`src/rtl/startup_pkg.sv`:
```
// startup_pkg: shared state codes, default parameters and counter width helper for the startup sequencer
package startup_pkg;
  typedef enum logic [1:0] {
    WAIT_LOCK = 2'd0,
    HOLD      = 2'd1,
    RELEASE   = 2'd2,
    RUN       = 2'd3
  } startup_state_t;
  localparam int DEF_SYNC_STAGES  = 2;
  localparam int DEF_DEBOUNCE_CYC = 65000;
  localparam int DEF_HOLD_CYC     = 256;
  localparam int DEF_N_RST        = 3;
  localparam int DEF_STAGGER_CYC  = 16;
  function automatic int cw(input int v);
    return $clog2(v < 2 ? 2 : v);
  endfunction
endpackage

```
`src/rtl/startup_seq_if.sv`:
```
// startup_seq_if: clock-wizard/button inputs and reset/status outputs of the startup sequencer
interface startup_seq_if #(parameter int N_RST = 3);
  logic             locked;
  logic             btn;
  logic [N_RST-1:0] rst_out;
  logic             ready;
  logic [1:0]       state;
  modport master (output locked, btn, input rst_out, ready, state);
  modport slave  (input locked, btn, output rst_out, ready, state);
endinterface

```
`src/rtl/sync_debounce.sv`:
```
// sync_debounce: shift-register synchroniser with an optional stability filter on its output
module sync_debounce
  import startup_pkg::*;
#(
  parameter int SYNC_STAGES  = DEF_SYNC_STAGES,
  parameter int DEBOUNCE_CYC = DEF_DEBOUNCE_CYC,
  parameter bit DEBOUNCE     = 1'b1
) (
  input  logic clk,
  input  logic rst_n,
  input  logic din,
  output logic dout
);
  (* ASYNC_REG = "TRUE" *) logic [SYNC_STAGES-1:0] sr;
  always_ff @(posedge clk or negedge rst_n)
    if (!rst_n) sr <= '0;
    else sr <= {sr[SYNC_STAGES-2:0], din};
  generate
    if (DEBOUNCE) begin : g_db
      localparam int CW = cw(DEBOUNCE_CYC);
      logic [CW-1:0] cnt;
      logic          lvl;
      // the counter measures how long the synchronised input has disagreed with the accepted level
      always_ff @(posedge clk or negedge rst_n)
        if (!rst_n) begin
          cnt <= '0;
          lvl <= 1'b0;
        end else if (sr[SYNC_STAGES-1] == lvl) cnt <= '0;
        else if (cnt == CW'(DEBOUNCE_CYC - 1)) begin
          lvl <= sr[SYNC_STAGES-1];
          cnt <= '0;
        end else cnt <= cnt + 1'b1;
      assign dout = lvl;
    end else begin : g_nd
      assign dout = sr[SYNC_STAGES-1];
    end
  endgenerate
endmodule

```
`src/rtl/startup_seq.sv`:
```
// startup_seq: waits for lock, holds all resets, then releases them one by one; restarts on lock loss or button
module startup_seq
  import startup_pkg::*;
#(
  parameter int SYNC_STAGES  = DEF_SYNC_STAGES,
  parameter int DEBOUNCE_CYC = DEF_DEBOUNCE_CYC,
  parameter int HOLD_CYC     = DEF_HOLD_CYC,
  parameter int N_RST        = DEF_N_RST,
  parameter int STAGGER_CYC  = DEF_STAGGER_CYC
) (
  input logic          clk,
  input logic          rst_n,
  startup_seq_if.slave bus
);
  localparam int HW = cw(HOLD_CYC);
  localparam int GW = cw(STAGGER_CYC);
  localparam int IW = cw(N_RST);
  localparam logic [1:0] S_WAIT = 2'(WAIT_LOCK);
  localparam logic [1:0] S_HOLD = 2'(HOLD);
  localparam logic [1:0] S_REL  = 2'(RELEASE);
  localparam logic [1:0] S_RUN  = 2'(RUN);
  logic             lock_s, btn_db, abort;
  logic [1:0]       st;
  logic [HW-1:0]    hcnt;
  logic [GW-1:0]    scnt;
  logic [IW-1:0]    idx;
  logic [N_RST-1:0] rst_q;
  logic             rdy;
  sync_debounce #(.SYNC_STAGES(SYNC_STAGES), .DEBOUNCE_CYC(2), .DEBOUNCE(1'b0)) u_lock (
    .clk(clk), .rst_n(rst_n), .din(bus.locked), .dout(lock_s)
  );
  sync_debounce #(.SYNC_STAGES(SYNC_STAGES), .DEBOUNCE_CYC(DEBOUNCE_CYC), .DEBOUNCE(1'b1)) u_btn (
    .clk(clk), .rst_n(rst_n), .din(bus.btn), .dout(btn_db)
  );
  assign abort = !lock_s || btn_db;
  always_ff @(posedge clk or negedge rst_n)
    if (!rst_n) begin
      st    <= S_WAIT;
      hcnt  <= '0;
      scnt  <= '0;
      idx   <= '0;
      rst_q <= '1;
      rdy   <= 1'b0;
    end else if (abort) begin
      st    <= S_WAIT;
      hcnt  <= '0;
      scnt  <= '0;
      idx   <= '0;
      rst_q <= '1;
      rdy   <= 1'b0;
    end else begin
      case (st)
        S_WAIT: st <= S_HOLD;
        S_HOLD:
          if (hcnt == HW'(HOLD_CYC - 1)) begin
            st   <= S_REL;
            hcnt <= '0;
            scnt <= '0;
            idx  <= '0;
          end else hcnt <= hcnt + 1'b1;
        S_REL:
          if (scnt == GW'(STAGGER_CYC - 1)) begin
            scnt  <= '0;
            rst_q <= rst_q & ~(N_RST'(1) << idx);
            idx   <= idx + 1'b1;
            if (idx == IW'(N_RST - 1)) begin
              st  <= S_RUN;
              rdy <= 1'b1;
            end
          end else scnt <= scnt + 1'b1;
        default: ;
      endcase
    end
  assign bus.rst_out = rst_q;
  assign bus.ready   = rdy;
  assign bus.state   = st;
endmodule

```
`src/flat_wrapper.sv`:
```
// flat-port wrapper written by rule: the top's interface ports become plain ports
module startup_seq_flat import startup_pkg::*;
#(
  parameter int SYNC_STAGES  = DEF_SYNC_STAGES,
  parameter int DEBOUNCE_CYC = DEF_DEBOUNCE_CYC,
  parameter int HOLD_CYC     = DEF_HOLD_CYC,
  parameter int N_RST        = DEF_N_RST,
  parameter int STAGGER_CYC  = DEF_STAGGER_CYC
)
  (clk, rst_n, bus_locked, bus_btn, bus_rst_out, bus_ready, bus_state);
  startup_seq_if #(.N_RST(N_RST)) bus_i ();
  input logic clk;
  input logic rst_n;
  input wire logic [$bits(bus_i.locked)-1:0] bus_locked;
  input wire logic [$bits(bus_i.btn)-1:0] bus_btn;
  output wire logic [$bits(bus_i.rst_out)-1:0] bus_rst_out;
  output wire logic [$bits(bus_i.ready)-1:0] bus_ready;
  output wire logic [$bits(bus_i.state)-1:0] bus_state;
  assign bus_i.locked = bus_locked;
  assign bus_i.btn = bus_btn;
  assign bus_rst_out = bus_i.rst_out;
  assign bus_ready = bus_i.ready;
  assign bus_state = bus_i.state;
  startup_seq #(.SYNC_STAGES(SYNC_STAGES), .DEBOUNCE_CYC(DEBOUNCE_CYC), .HOLD_CYC(HOLD_CYC), .N_RST(N_RST), .STAGGER_CYC(STAGGER_CYC)) u_core (.clk(clk), .rst_n(rst_n), .bus(bus_i));
endmodule
```
`config.mk`:
```
export PLATFORM = sky130hd
export DESIGN_NAME = startup_seq_flat
export DESIGN_NICKNAME = d
export VERILOG_FILES = /design/src/rtl/startup_pkg.sv /design/src/rtl/startup_seq_if.sv /design/src/rtl/sync_debounce.sv /design/src/rtl/startup_seq.sv /design/src/flat_wrapper.sv
export SDC_FILE = /design/constraint.sdc
export NUM_CORES = 1
export LEC_CHECK = 0
export ABC_CLOCK_PERIOD_IN_PS = 2700
export BUFFER_PORTS_ARGS = -buffer_cell sky130_fd_sc_hd__buf_2
export CAP_MARGIN = 10
export CORE_MARGIN = 2
export CORE_UTILIZATION = 35
export CTS_BUF_LIST = sky130_fd_sc_hd__clkbuf_4 sky130_fd_sc_hd__clkbuf_8
export DETAILED_ROUTE_END_ITERATION = 8
export GPL_TIMING_DRIVEN = 0
export PLACE_DENSITY_LB_ADDON = 0.05
export SKIP_CTS_REPAIR_TIMING = 1
export SLEW_MARGIN = 20
export SYNTH_ARGS = -nofsm -noshare
export SYNTH_HDL_FRONTEND = slang
export SYNTH_SLANG_ARGS = --single-unit
```
`constraint.sdc`:
```
create_clock -name clk -period 2.7 [get_ports clk]
set_input_delay 0.135 -clock clk [delete_from_list [all_inputs] [get_ports clk]]
set_output_delay 0.135 -clock clk [all_outputs]
set_load 0.02 [all_outputs]
```
==> results.toml, run 1 <==
[cells_and_area]
fin_nets = 237
final_layout_size_suffix_gt1_share_pct = 14.2
n_antenna_cell = 0
layout_commonest_cell = "dfrtp_1"
final_cell_mix = "dfrtp_1 (38), nor2_1 (22), nand2_1 (22)"
final_area_um2 = 2390
synthToLayoutAreaGrowth_pct = 13.9

[floorplan]
fp.dieH_um = 81.5
start_util_pct = 35.9
fp.dieArea_um2 = 6640
fp-row-count = 28
core_um2 = 5850
ios = 10
fp.dieW_um = 81.5

[logic_synthesis]
ys_warn_count = 0
yosysTopAreaCellShare_pct = 45.3
yosysTopAreaCell = "dfrtp_1"
synth_area_leaders = "dfrtp_1 (45%), ha_1 (5.4%), xor2_1 (4.2%)"
synth_top_flop_cell = "dfrtp_1"
synth_cells = 206
synth-seq-area-share_pct = 49.0
netlist_area_um2 = 2100
ys_seq_elements = 41
synthArstFlopShare_pct = 100
synth_edf_count = 0
syn_nets = 219
synth_cell_types = 42
avgSynthCellArea_um2 = 10.2

[grt]
grtUsageMet3_pct = 3.74
grtUsageMet1_pct = 15.5
grt_overflow = 0
grt_pass1_wl_mm = 6.93
first_global_vias = 1562
track_usage_pct = 13.7
use_met2_pct = 24.5
busiest_layer = "met2"
grt_max_degree = 42
antenna_found_initial = 0

[timing]
relSlewSlack_pct = 38.8
period_minus_slack_ps = 1900
max_freq_mhz = 526
worst_slew_pin_slew_ps = 918
maxSlewViolCount = 0
setup_tns_ps = 0
hold_viol = 38
fin_skew_ps = 7.43
setup_viol = 0
whs_ps = -27.3
rsz0062_at_grt = "false"
period_share_pct = 70.4

[pwr]
p_seq_share_pct = 43.1
p_int_uw = 1110
power_leakage_uw = 0.00108
p_sw_uw = 423
vdd_drop_max_mv = 0.347
combPwrFrac_pct = 18.9
switching_share_pct = 27.5
power_density_nw_per_um2 = 642
pwr-share-clk_pct = 38.0

[cts]
htreeDepth = 2
root_buffer = "clkbuf_8"
cts_tree = "built"
clkLatencyLatePin_ps = 290
clock-sinks = 41
clk_pin_slew_ps = 80
clk_path_buf_depth = 2
cts_buffers = 5

[drt]
ant_nets = 0
dr.pass1.iters = 4
viasPerCell = 5.12
post_drt_wl_per_cell_um = 13.3
dr_total_vias = 1536
wl_mm = 3.98
drt_iter0_drc = 48
drc = 0

[critical_path]
crit-reg2reg-launch = "u_core.bus.state[0]$_DFFE_PN0P_"
cp-startpoint = "u_core.bus.state[0]$_DFFE_PN0P_"
endpoint_kind = "flop"
critPathLaunchType = "flop"
crit_type = "flop to flop"
r2r-end = "u_core.scnt[3]$_DFFE_PN0P_"
path_max_fanout = 10
critical_path_arrival_ps = 2080
r2r.worst_path.cells = 6
required_ps = 2880
r2r_slack_ps = 800

[placed_design]
placed_area_um2 = 2240
portBuffers = 9
post-dp-hpwl_mm = 2.75
gp_congestion = 0.790

[worst_hold_path]
hold_class = "input port to asynchronous set/reset pin"

[status]
status = "finished, violations left"
failed_checks = "negative hold slack"

[run]
cap_violations = 0
## cells in the mapped netlist (4+ instances only)
| library cell | count |
|---|---|
| dfrtp_1 | 38 |
| nand2_1 | 22 |
| nor2_1 | 22 |
| a21oi_1 | 10 |
| xor2_1 | 10 |
| ha_1 | 9 |
| nand3_1 | 9 |
| and3_1 | 7 |
| and4_1 | 6 |
| inv_1 | 6 |
| xnor2_1 | 6 |
| nand4_1 | 5 |
| o21ai_0 | 5 |
| or3_1 | 5 |
| a31oi_1 | 4 |
| nand4b_1 | 4 |
## metrics by stage
step | instances | worst slack, ps | util, % | power (uW)
global route | 300 | 719 | 40.9 | 1640
CTS | 298 | 804 | 40.6 | 1570
global placement | 290 | 845 | 38.3 | 961
floorplan | 206 | 820 | - | 890
detailed placement | 290 | 816 | 38.3 | 965
finish | 300 | 798 | 40.9 | 1540
## cell families after synthesis
family | share of synthesized area (%)
AND/OR/NAND/NOR | 23.0
AO/OA/AOI/OAI | 11.0
multiplexers | 1.49
adder cells (fa/ha/maj) | 5.36
XOR/XNOR | 6.67
flip-flops | 49.0
buffers and inverters | 3.45
## state kept, by name, indices dropped and copies added (netlist names)
name                   flops
u_core.scnt                4
u_core.u_btn.sr            2
u_core.u_lock.sr           2
u_core.bus.state           2
u_core.hcnt                8
u_core.u_btn.g_db.cnt     16
u_core.u_btn.dout          1
u_core.idx                 2
u_core.bus.ready           1
u_core.bus.rst_out         3
## worst max-delay path by stage
stage                                 end  slack [ps]  depth (start not counted)
3_5_place_dp   u_core.scnt[3]$_DFFE_PN0P_         820                          6
4_1_cts        u_core.scnt[3]$_DFFE_PN0P_         800                          6
3_3_place_gp   u_core.scnt[3]$_DFFE_PN0P_         850                          6
5_1_grt        u_core.scnt[3]$_DFFE_PN0P_         720                          6
2_1_floorplan  u_core.scnt[3]$_DFFE_PN0P_         820                          6
6_report       u_core.scnt[3]$_DFFE_PN0P_         800                          6
## layer usage
layer	vias up	wire length (um)
met5	-	0
met4	0	27
met3	2	111
met2	15	2020
met1	758	1810
li1	761	-
## worst max-delay path, cell delays in order, from the launching register on
cell and delay [ps]:
dfrtp_1 370, inv_1 90, ha_1 380, and4_1 260, a22oi_4 290, nor2_1 90, a311o_2 310
## layout make-up
class	count	area [um2]
flip-flops and latches	41	1030
plain buffers	7	46.3
clock buffers	5	68.8
well taps	75	93.8
fillers	564	3460
multi-input cells	151	998
clock inverters	3	65.1
inverters	7	26.3
repair buffers	11	65.1
## power by group through the flow
stage | clock [uW] | sequential (uW) | combinational [uW]
final | 583 | 663 | 291
after detailed placement | 0 | 676 | 289
after CTS | 611 | 664 | 291
after global placement | 0 | 675 | 286
after global routing | 635 | 669 | 333
after floorplan | 0 | 684 | 206
No activity file was read; power rests on OpenSTA's default activity.
==> run 2: changes to the inputs <==
- ABC_CLOCK_PERIOD_IN_PS: 2700 -> 1600
- clock period: 2.7 -> 1.6 ns (I/O delays scaled with it)
==> run 2 against run 1 <==
Effect of this change: the run ends with negative setup slack left; critical path type unchanged; critical path depth rose by 1; largest power group unchanged; hold slack improved by 390 ps; die area did not move; first-iteration DRC count rose by 92%; highest routed layer unchanged; fmax rose by 12%.
==> results.toml, run 2 (synthesized netlist as in run 1, its figures left out) <==
[status]
status = "finished, violations left"
failed_checks = "negative setup slack"

[grt]
grt_max_degree = 42
track_usage_pct = 14.2
grt_overflow = 0
antenna_found_initial = 0
first_global_vias = 1506
grt_pass1_wl_mm = 7.09

[critical_path]
critPathLaunchType = "flop"
crit_type = "flop to flop"
worst-path-buf-inv = 2
path_delay_family = "simple AND/OR/NAND/NOR gates"
slowest_stage = "dfrtp_2"
endpoint_kind = "flop"
critical_path_arrival_ps = 1920
crit_chain = "inv_2 > ha_4 > and4_4 > a22oi_4 > buf_6 > or3_1 > a31oi_1"
r2r_slack_ps = -100
cpPeakStageDelay_ps = 400
path_max_fanout = 6
required_ps = 1820

[placed_design]
gp_congestion = 0.794
pre_cts_ws_ps = -99.5
post-dp-hpwl_mm = 2.79
portBuffers = 9

[cells_and_area]
largest-register = "u_core.u_btn.g_db.cnt"
fin_nets = 246
largest_reg_flops = 16
final_cell_mix = "dfrtp_1 (36), nor2_1 (22), nand2_1 (21)"
fillers = 569
reg.largest.list = "u_core.u_btn.g_db.cnt: 16 flops, u_core.hcnt: 8 flops, u_core.scnt: 4 flops"
n_antenna_cell = 0
final_layout_size_suffix_gt1_share_pct = 25.6
layout_commonest_cell = "dfrtp_1"
synthToLayoutAreaGrowth_pct = 19.7

[cts]
root_buffer = "clkbuf_8"
clock-sinks = 41
clkLatencyLatePin_ps = 290
htreeDepth = 2
cts_buffers = 5
clk_path_buf_depth = 2
cts_tree = "built"
clk_pin_slew_ps = 80

[drt]
dr_total_vias = 1576
drc = 0
wl_mm = 4.27
post_drt_wl_per_cell_um = 13.8
dr.pass1.iters = 4
drt_iter0_drc = 92
ant_nets = 0
viasPerCell = 5.10

[floorplan]
fp.dieW_um = 81.5
ios = 10
fp.dieArea_um2 = 6640
start_util_pct = 35.9
fp-row-count = 28
fp.dieH_um = 81.5
core_um2 = 5850

[timing]
period_minus_slack_ps = 1700
relSlewSlack_pct = 36.5
rsz0062_at_grt = "true"
maxSlewViolCount = 0
hold_viol = 0
max_freq_mhz = 590
setup_slack_ps = -96.3
period_share_pct = 106
fin_skew_ps = 3.00
worst_slew_pin_slew_ps = 952
setup_viol = 5

[pwr]
vdd_drop_max_mv = 0.393
power_density_nw_per_um2 = 1030
power_leakage_uw = 0.00110
power_uw = 2580

[run]
cap_violations = 0

[worst_hold_path]
hold_class = "flop to flop"
[run 2: final cells by class]
cell class	instances	area, um2	area share (%)
Clock inverter	2	15.0	0.597
Clock buffer	6	76.3	3.03
Inverter	7	28.8	1.14
Multi-Input combinational cell	151	1060	42.3
Timing Repair Buffer	20	146	5.82
Tap cell	75	93.8	3.73
Buffer	7	57.6	2.29
Sequential cell	41	1030	41.0
[run 2: metrics by stage]
step	setup TNS [ps]	area (um2)	instances	utilization (%)	hold WS [ps]
CTS	-358	2350	298	40.2	-126
detailed placement	-213	2260	290	38.6	189
global route	-968	2510	309	43.0	375
finish	-251	2510	309	43.0	365
global placement	-80.0	2260	290	38.6	188
floorplan	-23.3	2120	206	-	-216
[run 2: per-layer routing]
layer  vias up  share of wire (%)  track usage [%]  routed length [um]
li1        780                  -                -                   -
met5         -                  0                0                   0
met1       773                 48             18.9                2050
met2        19                 48             22.5                2050
met3         4                3.0             3.63                 128
met4         0               0.91             4.58                  39
[run 2: path summary, 6_finish.rpt]
| check | cells after the start | to | startpoint |
|---|---|---|---|
| min in group asynchronous | 2 | u_core.bus.ready$_DFFE_PN0P_ | rst_n |
| max in group asynchronous | 2 | u_core.bus.state[1]$_DFFE_PN0P_ | rst_n |
| worst min-delay path | 0 | u_core.u_btn.sr[1]$_DFF_PN0_ | u_core.u_btn.sr[0]$_DFF_PN0_ |
| worst max-delay path | 7 | u_core.scnt[2]$_DFFE_PN0P_ | u_core.bus.state[1]$_DFFE_PN0P_ |
| worst max register to register | 7 | u_core.scnt[2]$_DFFE_PN0P_ | u_core.bus.state[1]$_DFFE_PN0P_ |
| worst min register to register | 0 | u_core.u_btn.sr[1]$_DFF_PN0_ | u_core.u_btn.sr[0]$_DFF_PN0_ |
[run 2: where the power goes]
| part | total [uW] | internal, uW | switching, uW |
|---|---|---|---|
| clock | 704 | 325 | 380 |
| sequential | 1130 | 1090 | 38.8 |
| combinational | 755 | 357 | 398 |
| total | 2580 | 1770 | 816 |
==> run 3: changes to the inputs <==
- CORE_ASPECT_RATIO: not set -> 1.2
==> run 3 against run 2 <==
Effect of this change: the run ends with negative hold slack, negative setup slack left; cell area increased by 1.0%; sequential cell count stayed put; utilization is 1.2 points higher; die area hardly changed; hold slack worse by 450 ps; critical endpoint is now u_core.scnt[3]$_DFFE_PN0P_; routed wire length shrank 0.68%; critical path depth did not move; sequential share of layout area shrank 0.40 points; via count grew 0.51%.
==> results.toml, run 3 (synthesized netlist as in run 1, its figures left out) <==
[cts]
clkLatencyLatePin_ps = 290
cts_tree = "built"
clock-sinks = 41
clk_pin_slew_ps = 90
root_buffer = "clkbuf_8"
htreeDepth = 2
cts_buffers = 5
clk_path_buf_depth = 2

[floorplan]
start_util_pct = 36.6
fp-row-count = 30
fp.dieArea_um2 = 6640
fp.dieH_um = 88.9
fp.dieW_um = 74.7
ios = 10
core_um2 = 5740

[timing]
rsz0062_at_grt = "true"
setup_viol = 5
maxSlewViolCount = 0
setup_slack_ps = -80.2
worst_slew_pin_slew_ps = 916
fin_skew_ps = 8.95
hold_viol = 38
period_minus_slack_ps = 1680
relSlewSlack_pct = 39.0
period_share_pct = 105
max_freq_mhz = 595
whs_ps = -82.5

[grt]
grt_overflow = 0
grt_max_degree = 42
antenna_found_initial = 0
track_usage_pct = 14.1
grt_pass1_wl_mm = 7.07
first_global_vias = 1533

[critical_path]
cpPeakStageDelay_ps = 430
worst-path-buf-inv = 3
endpoint_kind = "flop"
crit_chain = "inv_2 > ha_1 > buf_6 > inv_2 > a22oi_4 > nor2_1 > a311o_2"
crit_type = "flop to flop"
critPathLaunchType = "flop"
critical_path_arrival_ps = 1860
slowest_stage = "dfrtp_2"
path_delay_family = "compound AO/OA/AOI/OAI gates"
required_ps = 1780
crit_path_frequent_cell = "inv_2"
path_max_fanout = 10

[status]
status = "finished, violations left"
failed_checks = "negative hold slack, negative setup slack"

[run]
cap_violations = 0

[drt]
drc = 0
dr.pass1.iters = 4
drt_iter0_drc = 52
wl_mm = 4.24
post_drt_wl_per_cell_um = 13.5
ant_nets = 0
viasPerCell = 5.03
dr_total_vias = 1584

[cells_and_area]
multi_input_area_um2 = 1060
fin_nets = 247
largest_reg_flops = 16
fillers = 577
final_layout_size_suffix_gt1_share_pct = 25.1
reg.largest.list = "u_core.u_btn.g_db.cnt: 16 flops, u_core.hcnt: 8 flops, u_core.scnt: 4 flops"
synthToLayoutAreaGrowth_pct = 20.9
layout_commonest_cell = "dfrtp_1"
largest-register = "u_core.u_btn.g_db.cnt"
final_util_pct = 44.2
seq_area_um2 = 1030
n_antenna_cell = 0
final_cell_mix = "dfrtp_1 (36), nor2_1 (22), nand2_1 (22)"

[pwr]
p_seq_share_pct = 42.4
pwr-share-clk_pct = 33.0
p_int_uw = 1890
power_uw = 2660
power_density_nw_per_um2 = 1050
power_leakage_uw = 0.00113
combPwrFrac_pct = 24.7
p_sw_uw = 778
switching_share_pct = 29.2
vdd_drop_max_mv = 0.493

[placed_design]
portBuffers = 9
gp_congestion = 0.772
post-dp-hpwl_mm = 2.94

[worst_hold_path]
hold_class = "input port to asynchronous set/reset pin"
-- run 3: changes by cell type in the layout (fill, tap and decap cells not counted), sizes merged --
| cell | delta |
|---|---|
| buf | +1 |
| bufinv | +1 |
| clkinvlp | -1 |
| dlygate4sd3 | -1 |
| clkbuf | +1 |
-- run 3: path summary, 6_finish.rpt --
path	from	endpoint	slack [ps]	cells past startpoint
setup / recovery	u_core.bus.state[1]$_DFFE_PN0P_	u_core.scnt[3]$_DFFE_PN0P_	-80	7
hold / removal	rst_n	u_core.hcnt[5]$_DFFE_PN0N_	-80	1
setup reg to reg	u_core.bus.state[1]$_DFFE_PN0P_	u_core.scnt[3]$_DFFE_PN0P_	-80	7
hold reg to reg	u_core.u_lock.sr[0]$_DFF_PN0_	u_core.u_lock.sr[1]$_DFF_PN0_	350	0
max in group asynchronous	rst_n	u_core.bus.state[1]$_DFFE_PN0P_	1070	1
min in group clk	u_core.u_lock.sr[0]$_DFF_PN0_	u_core.u_lock.sr[1]$_DFF_PN0_	350	0
-- run 3: area by class of cell --
type	instances	area share [%]
Buffer	7	2.41
Clock inverter	2	1.48
Multi-Input combinational cell	151	41.7
Inverter	7	1.03
Tap cell	80	3.94
Sequential cell	41	40.6
Timing Repair Buffer	21	5.52
Clock buffer	6	3.25
-- run 3: per-stage QoR --
step / instances / instance area, um2 / setup slack [ps] / TNS [ps]
final: 315 / 2540 / -80.2 / -192
after global routing: 315 / 2540 / -149 / -1070
after CTS: 303 / 2390 / -109 / -1290
after detailed placement: 295 / 2270 / -102 / -1090
after global placement: 295 / 2270 / -75.3 / -287
after floorplan: 206 / 2120 / -17.6 / -23.3
-- run 3: layer usage --
layer,GRT usage [%],share of wire (%),vias to the layer above
li1,-,-,780
met1,16.4,44,770
met2,24.9,51,24
met3,2.73,2.5,10
met4,6.33,1.7,0
met5,0,0,-
-- run 3: power by group through the flow --
stage	registers, uW	clock network (uW)	logic (uW)
after global routing	1140	960	727
after floorplan	1160	0	386
final	1130	879	657
after detailed placement	1150	0	540
after global placement	1150	0	530
after CTS	1130	916	545
